==> src/rtl/uart_receiver.sv <==
// 8N1 UART receive path, 16x oversampled from a shared baud_tick.
// Two-flop synchroniser, mid-bit sampling, one-clk valid / frame_err strobes.
module uart_receiver #(
  parameter int unsigned OVERSAMPLE = 16,
  parameter int unsigned DATA_BITS  = 8
) (
  input  logic                 clk,
  input  logic                 rst,
  input  logic                 baud_tick,
  input  logic                 rx,
  output logic [DATA_BITS-1:0] data,
  output logic                 valid,
  output logic                 frame_err,
  output logic                 busy
);

  localparam int unsigned TickW = $clog2(OVERSAMPLE);
  localparam int unsigned BitW  = $clog2(DATA_BITS);

  localparam logic [TickW-1:0] TickHalf = TickW'(OVERSAMPLE / 2 - 1);
  localparam logic [TickW-1:0] TickLast = TickW'(OVERSAMPLE - 1);
  localparam logic [BitW-1:0]  BitLast  = BitW'(DATA_BITS - 1);

  localparam logic [2:0] StIdle  = 3'd0;
  localparam logic [2:0] StStart = 3'd1;
  localparam logic [2:0] StData  = 3'd2;
  localparam logic [2:0] StStop  = 3'd3;
  localparam logic [2:0] StBreak = 3'd4;

  logic                 rx_meta_q, rx_s_q;
  logic [2:0]           state_q, state_d;
  logic [TickW-1:0]     tick_cnt_q, tick_cnt_d;
  logic [BitW-1:0]      bit_cnt_q, bit_cnt_d;
  logic [DATA_BITS-1:0] shreg_q, shreg_d;
  logic [DATA_BITS-1:0] data_q, data_d;
  logic                 valid_q, valid_d;
  logic                 frame_err_q, frame_err_d;

  always_comb begin
    state_d     = state_q;
    tick_cnt_d  = tick_cnt_q;
    bit_cnt_d   = bit_cnt_q;
    shreg_d     = shreg_q;
    data_d      = data_q;
    valid_d     = 1'b0;
    frame_err_d = 1'b0;

    if (baud_tick) begin
      case (state_q)
        StIdle: begin
          if (!rx_s_q) begin
            state_d    = StStart;
            tick_cnt_d = '0;
          end
        end
        StStart: begin
          if (tick_cnt_q == TickHalf) begin
            // A start bit that is high again at mid-period was only a glitch.
            if (!rx_s_q) begin
              state_d    = StData;
              tick_cnt_d = '0;
              bit_cnt_d  = '0;
            end else begin
              state_d = StIdle;
            end
          end else begin
            tick_cnt_d = tick_cnt_q + 1'b1;
          end
        end
        StData: begin
          if (tick_cnt_q == TickLast) begin
            shreg_d    = {rx_s_q, shreg_q[DATA_BITS-1:1]};
            tick_cnt_d = '0;
            bit_cnt_d  = bit_cnt_q + 1'b1;
            if (bit_cnt_q == BitLast) begin
              state_d = StStop;
            end
          end else begin
            tick_cnt_d = tick_cnt_q + 1'b1;
          end
        end
        StStop: begin
          if (tick_cnt_q == TickLast) begin
            if (rx_s_q) begin
              data_d  = shreg_q;
              valid_d = 1'b1;
              state_d = StIdle;
            end else begin
              frame_err_d = 1'b1;
              state_d     = StBreak;
            end
          end else begin
            tick_cnt_d = tick_cnt_q + 1'b1;
          end
        end
        StBreak: begin
          // Hold here while the line is low so a break cannot retrigger frames.
          if (rx_s_q) begin
            state_d = StIdle;
          end
        end
        default: state_d = StIdle;
      endcase
    end
  end

  always_ff @(posedge clk) begin
    if (rst) begin
      rx_meta_q   <= 1'b1;
      rx_s_q      <= 1'b1;
      state_q     <= StIdle;
      tick_cnt_q  <= '0;
      bit_cnt_q   <= '0;
      shreg_q     <= '0;
      data_q      <= '0;
      valid_q     <= 1'b0;
      frame_err_q <= 1'b0;
    end else begin
      rx_meta_q   <= rx;
      rx_s_q      <= rx_meta_q;
      state_q     <= state_d;
      tick_cnt_q  <= tick_cnt_d;
      bit_cnt_q   <= bit_cnt_d;
      shreg_q     <= shreg_d;
      data_q      <= data_d;
      valid_q     <= valid_d;
      frame_err_q <= frame_err_d;
    end
  end

  assign data      = data_q;
  assign valid     = valid_q;
  assign frame_err = frame_err_q;
  assign busy      = (state_q != StIdle);

endmodule

==> config.mk <==
export PLATFORM = sky130hd
export DESIGN_NAME = uart_receiver
export DESIGN_NICKNAME = d
export VERILOG_FILES = /design/src/rtl/uart_receiver.sv
export SDC_FILE = /design/constraint.sdc
export NUM_CORES = 1
export LEC_CHECK = 0
export ABC_AREA = 1
export ABC_CLOCK_PERIOD_IN_PS = 3000
export BUFFER_PORTS_ARGS = -buffer_cell sky130_fd_sc_hd__buf_4
export CAP_MARGIN = 20
export CELL_PAD_IN_SITES_DETAIL_PLACEMENT = 1
export CELL_PAD_IN_SITES_GLOBAL_PLACEMENT = 2
export CORE_ASPECT_RATIO = 0.8
export CORE_MARGIN = 1
export CORE_UTILIZATION = 35
export DETAILED_ROUTE_END_ITERATION = 12
export GPL_TIMING_DRIVEN = 0
export PLACE_DENSITY_LB_ADDON = 0.1
export SETUP_SLACK_MARGIN = 0.1
export SKIP_CTS_REPAIR_TIMING = 1
export SLEW_MARGIN = 20
export SYNTH_ARGS = -nofsm -noshare
export SYNTH_HDL_FRONTEND = slang
export SYNTH_SLANG_ARGS = --single-unit
==> constraint.sdc <==
create_clock -name clk -period 3 [get_ports clk]
set_input_delay 0.6 -clock clk [delete_from_list [all_inputs] [get_ports clk]]
set_output_delay 0.6 -clock clk [all_outputs]
set_load 0.02 [all_outputs]
# Word level (Yosys, flattened, before mapping)
# Cells that the tools add are included.
# op_classes
n_eq_ne,15
muxes,20
reduce_logical,10
n_addsub,2
bitwise,3
# op_table
op,n
$mux 3,10
$mux 4,4
$ne 2x2->1 const B,8
$pmux 4 s4,1
$pmux 3 s5,1
$reduce_and 7->1,1
$eq 3x2->1 const B,2
$eq 3x3->1 const B,2
$pmux 3 s2,1
$reduce_and 3->1,2
$reduce_and 5->1,1
$add 4x1->4 const B,1
$eq 4x3->1 const B,1
$eq 4x4->1 const B,1
$reduce_and 4->1,1
$reduce_bool 4->1,1
$reduce_or 4->1,1
$add 3x1->3 const B,1
$eq 3x1->1 const B,1
$logic_not 3->1,1
$not 1->1,3
$reduce_bool 3->1,1
$mux 1,2
$mux 2,1
$reduce_bool 2->1,1
# totals
regBits,30
word_cells,59
input_bits,4

# Logic depth before layout (Yosys ltp)
# Gate-level depths: netlist of the first run.
# logic_depth
word_depth,4
ltp_mapped,10
depth_no_buf,10

# Worst setup path after synthesis of the first run
# No wires, ideal clock.
# synth_path
path_type,input -> register
startpoint,input port baud_tick
endpoint,register bit_cnt_q[1]
path_buffers,2
path_stages,6
arrival_time_ns,1.375
setup_time_ns,0.066
required_time_ns,2.934
setup_slack_ns,1.559
path_cell_list,buf_2 -> inv_1 -> nor3_4 -> buf_6 -> nand2_2 -> a21oi_2
# synth_via
elab_chain_cells,1
# synth_lines
item,line_no,text
"start, declared",9,"input logic baud_tick,"
$reduce_and 5->1 (no source line),--,
"end signal, assigned",123,bit_cnt_q <= bit_cnt_d;
"end, declared",33,"logic [BitW-1:0] bit_cnt_q, bit_cnt_d;"
# Every way passes these cells.
# A chain may end at the register's enable or synchronous reset.

# Worst setup path in the final report of the first run
# layout_path
startpoint,register state_q[1]
endpoint,output port busy
# layout_via
elab_chain_cells,1
# layout_lines
item,line_no,text
"start, declared",31,"logic [2:0] state_q, state_d;"
"start signal, assigned",111,state_q <= StIdle;
"start signal, assigned",121,state_q <= state_d;
$reduce_bool 3->1,134,assign busy = (state_q != StIdle);
"end, declared",14,output logic busy
# Every way passes these cells.

==> impl_metrics.ini, run 1 <==
[power]
power_frac_comb_pct = 16.2
power.switching_uw = 258
p_sw_share_pct = 28.8
intPower_uw = 638
leakagePower_uw = 0.000757
power_frac_clock_pct = 36.9
peakVddDrop_uv = 269
sequentialPowerShare_pct = 46.9
p_per_area_mw_per_mm2 = 531

[critical_path]
startpoint = state_q[1]
r2r_start = tick_cnt_q[0]
arrival_ns = 1.11
worst-r2r-setup-slack_ns = 1.42
crit_chain = nor2_1 -> nand2_1 -> buf_4
worstSetupPathType = flip-flop to primary output
crit_path_end_kind = primary output
ff2ff_path_depth = 9
start_kind = flip-flop
rr_endpoint = data[5]
cp_slowest_cell = dfxtp_1
critical_path.max_fanout = 6
cp.required_ns = 2.40
setup.worst_path.end = busy
slowest_delay_ns = 0.37

[timing]
clock_skew_ns = 0.00277
fin_crit_sh_pct = 57.0
finalCriticalPeriod_ns = 1.71
setup_viol = 0
rsz0062_at_grt = false
fin_setup_tns_ns = 0
max_freq_mhz = 585
hold_violations = 0
relSlewSlack_pct = 68.8
tightestPinTransition_ns = 0.468
drv_slew = 0

[routing]
wl_met2_microns = 1540
highest_layer = met4
drc_errors = 0
finalWirelength_microns = 3620
vias = 1313
ant_nets = 0
via_per_inst = 4.88
drt-met1-wl_microns = 1900
drt_iter0_drc = 84
route.met3.wl_microns = 127
drt-pass1-iter-count = 4
wl_per_cell_microns = 13.4

[clock_tree]
cts_buffers = 5
h-tree-depth = 2
cts_tree = yes
cts_buffer_depth = 2
path_clk_slew_ns = 0.06
numClockSinks = 30
clock_latency_ns = 0.28
cts_root_buffer = clkbuf_8

[synthesis]
synth_compound_area_share_pct = 10.5
yosysTopAreaCell = dfxtp_1
ys_seq_elements = 30
syn-num-nets = 201
yosys.area_share.simple_pct = 34.6
synthXorXnorAreaFrac_pct = 0.609
avgSynthCellArea_sq_um = 7.41
synthTopCellsByArea = dfxtp_1, nand2_1, nor2_1
synthCells = 194
syn_area_sq_mm = 0.00144
synth_top_family_by_area = simple AND/OR/NAND/NOR gates
synth_mux_area_share_pct = 0
synth.distinct_cells = 26
yosysWarnings = 0
yosysSeqAreaShare_pct = 41.8
synthAdderAreaFrac_pct = 2.61
synth_top_area_share_pct = 41.8

[floorplan]
ios = 15
dieArea_sq_mm = 0.00437
core_area_sq_mm = 0.00385
die_y_microns = 59.3
start_util_pct = 37.3
row_count = 20
die_x_microns = 73.7

[final_layout]
layout_commonest_cell = nand2_1
final_core_util_pct = 43.8
layout-drive-gt1-share_pct = 21.5
diodes = 0
mostFrequentLayoutCells = nand2_1, nor2_1, dfxtp_1
area_growth_pct = 17.4
nets = 220

[placement]
place.gp.congestion = 0.923
portBuffers = 12
hpwl_microns = 2790

[grt]
antenna_found_initial = 0
grt_start_max_net_pins = 11
grt_pass1_vias = 1289
overflow = 0
grt_use_total_pct = 19.7
grt_first_pass_wirelength_microns = 6220

[worst_hold_path]
hold_class = flip-flop to flip-flop

[run_status]
status = complete, no violations

[job]
drv_cap = 0
-- power by group through the flow --
stage | logic (uW) | registers [uW] | clock network, uW
after detailed placement | 143 | 429 | 0
after global routing | 164 | 422 | 362
after global placement | 140 | 428 | 0
final | 145 | 420 | 331
after CTS | 143 | 420 | 342
after floorplan | 105 | 425 | 0
-- worst min path at each step --
stage,cells past startpoint,endpoint,from
finish,1,rx_s_q,rx_meta_q
CTS,1,rx_s_q,rx_meta_q
global placement,1,rx_s_q,rx_meta_q
global route,1,rx_s_q,rx_meta_q
detailed placement,1,rx_s_q,rx_meta_q
floorplan,1,rx_s_q,rx_meta_q
-- worst max-delay path: cells and delay by family (launching register included) --
kind / cells / cell delay (ns)
buffers and inverters: 1 / 0.16
flip-flops: 1 / 0.37
AND/OR/NAND/NOR: 2 / 0.31
-- Yosys cell counts --
master	number
nand2_1	34
buf_4	1
o21ai_0	9
nand3_1	16
clkinv_2	1
inv_2	3
nand3_2	2
nor2_2	3
nor3_4	1
nor2_1	31
a21oi_2	3
clkbuf_1	1
nand3b_1	1
inv_1	15
buf_6	2
o21ai_1	2
or2_2	2
nand4_1	10
xor2_1	1
dfxtp_1	30
buf_8	1
ha_1	3
a21oi_1	14
nand2_2	3
nand3_4	1
buf_2	4
-- final cells by class --
type / count / area [sq um]
multi-input combinational: 136 / 696
sequential: 30 / 601
clock inverter: 1 / 5.00
fill: 506 / 2170
timing repair buffer: 12 / 90.1
buffer: 9 / 68.8
tap: 55 / 68.8
inverter: 19 / 72.6
clock buffer: 7 / 86.3
-- state kept, by name, summed over array words and instances (netlist names) --
signal and count:
data 8, shreg_q 8, tick_cnt_q 4, bit_cnt_q 3, state_q 3, frame_err 1, rx_meta_q 1, rx_s_q 1
valid 1
-- through the flow --
step,instances,power [uW],instance area [sq um],hold WS [ns],setup WS [ns]
after floorplan,194,530,1440,0.389,1.56
after global placement,261,568,1600,0.403,1.40
after detailed placement,261,572,1600,0.412,1.37
after CTS,269,905,1690,0.427,1.27
after global routing,269,948,1690,0.432,1.17
final,269,896,1690,0.428,1.29
-- metal layers --
metal | up-vias | track usage, %
met4 | 0 | 8.24
met5 | - | 0
met1 | 621 | 27.2
li1 | 669 | -
met2 | 18 | 29.5
met3 | 5 | 4.59
-- cells by family after synthesis --
logic type                 count (synthesis)
AOI/OAI and AO/OA                         28
DFF                                       30
buffers and inverters                     28
xor gates and xnor gates                   1
adders and majority gates                  3
and+or+nand+nor                          104
Power figures use the tool's default switching activity.
==> run 2: changes to the inputs <==
--- a/config.mk
+++ b/config.mk
@@ -6,14 +6,14 @@
 export NUM_CORES = 1
 export LEC_CHECK = 0
 export ABC_AREA = 1
-export ABC_CLOCK_PERIOD_IN_PS = 3000
+export ABC_CLOCK_PERIOD_IN_PS = 1800
 export BUFFER_PORTS_ARGS = -buffer_cell sky130_fd_sc_hd__buf_4
 export CAP_MARGIN = 20
 export CELL_PAD_IN_SITES_DETAIL_PLACEMENT = 1
 export CELL_PAD_IN_SITES_GLOBAL_PLACEMENT = 2
 export CORE_ASPECT_RATIO = 0.8
 export CORE_MARGIN = 1
-export CORE_UTILIZATION = 35
+export CORE_UTILIZATION = 33
 export DETAILED_ROUTE_END_ITERATION = 12
 export GPL_TIMING_DRIVEN = 0
 export PLACE_DENSITY_LB_ADDON = 0.1
==> constraint.sdc (replaced) <==
create_clock -name clk -period 1.8 [get_ports clk]
set_input_delay 0.36 -clock clk [delete_from_list [all_inputs] [get_ports clk]]
set_output_delay 0.36 -clock clk [all_outputs]
set_load 0.02 [all_outputs]
==> run 2 against run 1 <==
Final area increased by 0.37%. Via count unchanged. Global-route usage fell by 2.2 points. Register-to-register slack got worse by 1.1 ns. Flip-flop and latch count unchanged. Clock-buffer cell count stayed put. Highest routed layer unchanged. Non-clock buffer count stayed put. Combinational power rose by 66%. Power increased by 67%.
==> impl_metrics.ini, run 2 (synthesis gave the netlist of run 1 again) <==
[run_status]
status = complete, no violations

[timing]
max_freq_mhz = 657
hold_violations = 0
setup_slack_ns = 0.278
setup_viol = 0
rsz0062_at_grt = false
fin_setup_tns_ns = 0
finalCriticalPeriod_ns = 1.52
fin_crit_sh_pct = 84.5
tightestPinTransition_ns = 0.507
drv_slew = 0
relSlewSlack_pct = 66.2
clock_skew_ns = 0.00572

[grt]
grt_pass1_vias = 1186
grt_use_total_pct = 17.4
overflow = 0
grt_first_pass_wirelength_microns = 5740
antenna_found_initial = 0
grt_start_max_net_pins = 11

[routing]
finalWirelength_microns = 3670
drt-pass1-iter-count = 4
drc_errors = 0
vias = 1313
wl_per_cell_microns = 13.5
ant_nets = 0
drt_iter0_drc = 60
via_per_inst = 4.85

[floorplan]
die_y_microns = 61.0
ios = 15
core_area_sq_mm = 0.00418
dieArea_sq_mm = 0.00463
die_x_microns = 75.8
start_util_pct = 34.4
row_count = 21

[power]
leakagePower_uw = 0.000755
power_frac_comb_pct = 16.1
sequentialPowerShare_pct = 46.7
power.switching_uw = 435
peakVddDrop_uv = 291
p_per_area_mw_per_mm2 = 885
power_frac_clock_pct = 37.2
intPower_uw = 1060
p_sw_share_pct = 29.0

[clock_tree]
cts_buffer_depth = 2
h-tree-depth = 2
numClockSinks = 30
cts_buffers = 5
cts_root_buffer = clkbuf_8
path_clk_slew_ns = 0.07
cts_tree = yes
clock_latency_ns = 0.28

[final_layout]
mostFrequentLayoutCells = nand2_1, nor2_1, dfxtp_1
fill_cells = 519
seqCellArea_sq_um = 602
multi_input_area_sq_um = 698
area_growth_pct = 17.8
layout-drive-gt1-share_pct = 22.4
layout_commonest_cell = nand2_1
nets = 220
diodes = 0

[placement]
portBuffers = 12
dp_slack_ns = 0.229
hpwl_microns = 2800
place.gp.congestion = 0.833

[critical_path]
cp.required_ns = 1.95
crit_path_end_kind = flip-flop
worstSetupPathType = flip-flop to flip-flop
critical_path.max_fanout = 10
start_kind = flip-flop
arrival_ns = 1.67

[job]
drv_cap = 0

[worst_hold_path]
hold_class = input pin to flip-flop
-- run 2: area by class of cell --
cell class / count / share of cell area (%)
timing repair buffer: 12 / 5.32
sequential: 30 / 35.5
buffer: 9 / 4.06
clock inverter: 1 / 0.295
inverter: 19 / 4.28
clock buffer: 7 / 5.10
multi-input combinational: 136 / 41.2
tap: 57 / 4.21
-- run 2: power by group through the flow --
stage	Combinational [uW]	Sequential, uW	Clock [uW]
after floorplan	175	709	0
after global placement	233	713	0
after detailed placement	240	715	0
after CTS	243	699	575
after global routing	270	703	611
final	241	701	557
-- run 2: worst paths after layout --
check	from	endpoint	cells past startpoint	slack, ns
max	tick_cnt_q[1]	data[5]	9	0.28
min	rx	rx_meta_q	2	0.26
max reg2reg	tick_cnt_q[1]	data[5]	9	0.28
min reg2reg	rx_meta_q	rx_s_q	1	0.42
-- run 2: critical path, stage by stage, from the launching register on --
cell      delay (ns)
dfxtp_1         0.36
ha_2            0.23
nand3_2         0.16
inv_2           0.10
nand2_2         0.07
clkinv_2        0.07
buf_8           0.13
nand3_4         0.12
nand2_1         0.10
a21oi_1         0.06
-- run 2: stage by stage --
stage	instance area, sq um	util, %	total power (uW)	hold WS, ns	instances
2_1_floorplan	1440	-	884	0.389	194
3_3_place_gp	1600	38.3	946	0.395	263
3_5_place_dp	1600	38.3	954	0.402	263
4_1_cts	1690	40.5	1520	0.254	271
5_1_grt	1690	40.6	1580	0.250	271
6_report	1690	40.6	1500	0.259	271
-- run 2: metal layers --
layer	track usage [%]	share of wire (%)
met5	0	0
met4	7.14	1.5
met3	5.89	4.1
met2	24.5	41
met1	24.4	53
==> run 3: changes to the inputs <==
--- a/config.mk
+++ b/config.mk
@@ -5,15 +5,15 @@
 export SDC_FILE = /design/constraint.sdc
 export NUM_CORES = 1
 export LEC_CHECK = 0
-export ABC_AREA = 1
-export ABC_CLOCK_PERIOD_IN_PS = 1800
+export ABC_AREA = 0
+export ABC_CLOCK_PERIOD_IN_PS = 1600
 export BUFFER_PORTS_ARGS = -buffer_cell sky130_fd_sc_hd__buf_4
 export CAP_MARGIN = 20
 export CELL_PAD_IN_SITES_DETAIL_PLACEMENT = 1
 export CELL_PAD_IN_SITES_GLOBAL_PLACEMENT = 2
 export CORE_ASPECT_RATIO = 0.8
 export CORE_MARGIN = 1
-export CORE_UTILIZATION = 33
+export CORE_UTILIZATION = 36
 export DETAILED_ROUTE_END_ITERATION = 12
 export GPL_TIMING_DRIVEN = 0
 export PLACE_DENSITY_LB_ADDON = 0.1
==> constraint.sdc (replaced) <==
create_clock -name clk -period 1.6 [get_ports clk]
set_input_delay 0.32 -clock clk [delete_from_list [all_inputs] [get_ports clk]]
set_output_delay 0.32 -clock clk [all_outputs]
set_load 0.02 [all_outputs]
==> run 3 against run 2 <==
Core utilization is 10 points higher. Critical path depth shrank 4. Clock skew shrank 0.00080 ns. Maximum frequency is 4.1% lower. Global-route usage fell by 0.39 points. Critical endpoint is now state_q[0]. Highest routed layer unchanged.
==> impl_metrics.ini, run 3 <==
[critical_path]
worstSetupPathType = flip-flop to flip-flop
cp.required_ns = 1.79
crit_path_end_kind = flip-flop
rr_endpoint = state_q[0]
cp_slowest_cell = a221o_1
worst-r2r-setup-slack_ns = 0.01
ff2ff_path_depth = 5
slowest_delay_ns = 0.37
crit_chain = ha_4 -> and2_1 -> a221o_1 -> a211o_1 -> o31ai_1
critical_path.max_fanout = 5
start_kind = flip-flop
arrival_ns = 1.77
r2r_start = tick_cnt_q[1]

[synthesis]
synthTopCellsByArea = dfxtp_1, mux2i_1, nor2_1
synth_top_family_by_area = simple AND/OR/NAND/NOR gates
yosysSeqAreaShare_pct = 43.8
synth_common_cells = dfxtp_1, nor2_1, mux2i_1, inv_1, nand2_1
syn_area_sq_mm = 0.00137
synthXorXnorAreaFrac_pct = 1.91
synth_flop_cell = dfxtp_1
yosys.area_share.simple_pct = 21.9
synth.distinct_cells = 42
yosysMostFrequentCell = dfxtp_1
avgSynthCellArea_sq_um = 9.80
ys_seq_elements = 30
synthCells = 140
synthAdderAreaFrac_pct = 2.73
synth_compound_area_share_pct = 12.8
synth-edff-count = 0
synth_top_area_share_pct = 43.8
yosysWarnings = 0
syn-num-nets = 147
yosysTopAreaCell = dfxtp_1
synthArstFlopShare_pct = 0
synth_mux_area_share_pct = 11.7

[power]
peakVddDrop_uv = 492
power.switching_uw = 335
power_frac_clock_pct = 41.0
leakagePower_uw = 0.000676
total_power_uw = 1410
power_frac_comb_pct = 5.6
p_sw_share_pct = 23.9
p_per_area_mw_per_mm2 = 779
sequentialPowerShare_pct = 53.4
intPower_uw = 1070

[worst_hold_path]
hold_class = input pin to flip-flop
hp-start = rx
min_to = rx_meta_q
whs_path_depth = 2

[final_layout]
area_growth_pct = 31.4
fill_cells = 407
diodes = 0
final_core_util_pct = 50.9
layout_commonest_cell = dfxtp_1
nets = 180
layout.cells.non_filler = 215
mostFrequentLayoutCells = dfxtp_1, buf_4, nor2_1
layout-drive-gt1-share_pct = 32.4

[clock_tree]
cts_root_buffer = clkbuf_8
numClockSinks = 30
path_clk_slew_ns = 0.07
cts_buffer_depth = 2
h-tree-depth = 2
clock_latency_ns = 0.28
cts_tree = yes
cts_buffers = 5

[grt]
grt_use_met2_pct = 25.8
use_met1_pct = 22.6
grt_pass1_vias = 1119
grt_first_pass_wirelength_microns = 5250
grt_use_total_pct = 17.1
antenna_found_initial = 0
busiest_layer = met2
overflow = 0
grt_start_max_net_pins = 11
met3_usage_pct = 4.59

[routing]
vias = 1139
finalWirelength_microns = 3180
wl_per_cell_microns = 14.8
via_per_inst = 5.30
drt-pass1-iter-count = 4
ant_nets = 0
drt_iter0_drc = 44
drc_errors = 0

[floorplan]
die_x_microns = 71.0
start_util_pct = 38.7
row_count = 19
ios = 15
die_y_microns = 57.2
dieArea_sq_mm = 0.00407
core_area_sq_mm = 0.00354

[timing]
hold_violations = 0
clock_skew_ns = 0.00492
finalCriticalPeriod_ns = 1.59
rsz0062_at_grt = true
relSlewSlack_pct = 68.7
drv_slew = 0
tightestPinTransition_ns = 0.469
setup_viol = 0
max_freq_mhz = 630
fin_crit_sh_pct = 99.2

[placement]
dpl.cell_count = 196
portBuffers = 14
hpwl_microns = 2220
place.gp.congestion = 0.810

[job]
drv_cap = 0

[run_status]
status = complete, no violations
==> run 3: cell count changes after synthesis, sizes merged, moves of 5 or more <==
cell    previous run  this run
mux2i              0        16
nand4             10         3
inv               18         5
o21ai             11         5
nand2             37         5
a21oi             17         4
nand3             19         2
nor2              34        19
nand2b             0         5
==> run 3: area by class of cell <==
class	instances	area [sq um]	area share, %
Timing Repair Buffer	26	219	12.1
Tap cell	42	52.6	2.91
Sequential cell	30	616	34.1
Clock inverter	2	10.0	0.555
Buffer	8	75.1	4.16
Inverter	5	18.8	1.04
Multi-Input combinational cell	97	743	41.2
Clock buffer	5	68.8	3.82
==> run 3: how the worst max path moves through the flow <==
| stage | startpoint | end | slack [ns] | cells after the start |
|---|---|---|---|---|
| after floorplan | tick_cnt_q[1] | data[0] | 0.12 | 5 |
| after global placement | tick_cnt_q[0] | data[5] | -0.07 | 5 |
| after detailed placement | tick_cnt_q[1] | data[0] | -0.10 | 5 |
| after CTS | tick_cnt_q[1] | data[0] | -0.12 | 5 |
| after global routing | tick_cnt_q[0] | shreg_q[6] | -0.02 | 6 |
| final | tick_cnt_q[1] | state_q[0] | 0.01 | 5 |
==> run 3: metal layers <==
metal	vias to the layer above	part of all wire, %
li1	567	-
met1	551	52
met2	14	43
met3	7	2.6
met4	0	1.9
met5	-	0
==> run 3: kinds of logic (layout without fill, tap and decap cells) <==
| group | after synthesis | count (layout) |
|---|---|---|
| and+or+nand+nor | 51 | 51 |
| DFF | 30 | 30 |
| AOI/OAI and AO/OA | 24 | 24 |
| muxes | 16 | 16 |
| buffers and inverters | 13 | 46 |
| adders and majority gates | 3 | 3 |
| xor gates and xnor gates | 3 | 3 |
==> run 3: power groups by stage <==
stage                     registers (uW)  clock network [uW]  logic, uW
after floorplan                      770                   0       45.0
after global placement               772                   0       67.4
after detailed placement             772                   0       69.4
after CTS                            755                 589       70.0
after global routing                 751                 632       85.4
final                                751                 576       78.6
==> run 3: critical path, delay by kind of cell, from the launching register on <==
| kind | cells | cell delay (ns) |
|---|---|---|
| simple gates | 1 | 0.19 |
| fa+ha+maj | 1 | 0.18 |
| flops | 1 | 0.36 |
| compound gates | 3 | 0.76 |
==> run 3: per-stage QoR <==
stage	setup slack, ns	hold WS, ns	instance area [sq um]	TNS (ns)
after global placement	-0.0741	0.394	1550	-0.569
final	0.0134	0.221	1800	0
after detailed placement	-0.103	0.420	1550	-0.712
after CTS	-0.119	0.220	1620	-0.921
after global routing	-0.0199	0.225	1800	-0.0733
after floorplan	0.122	0.389	1390	0
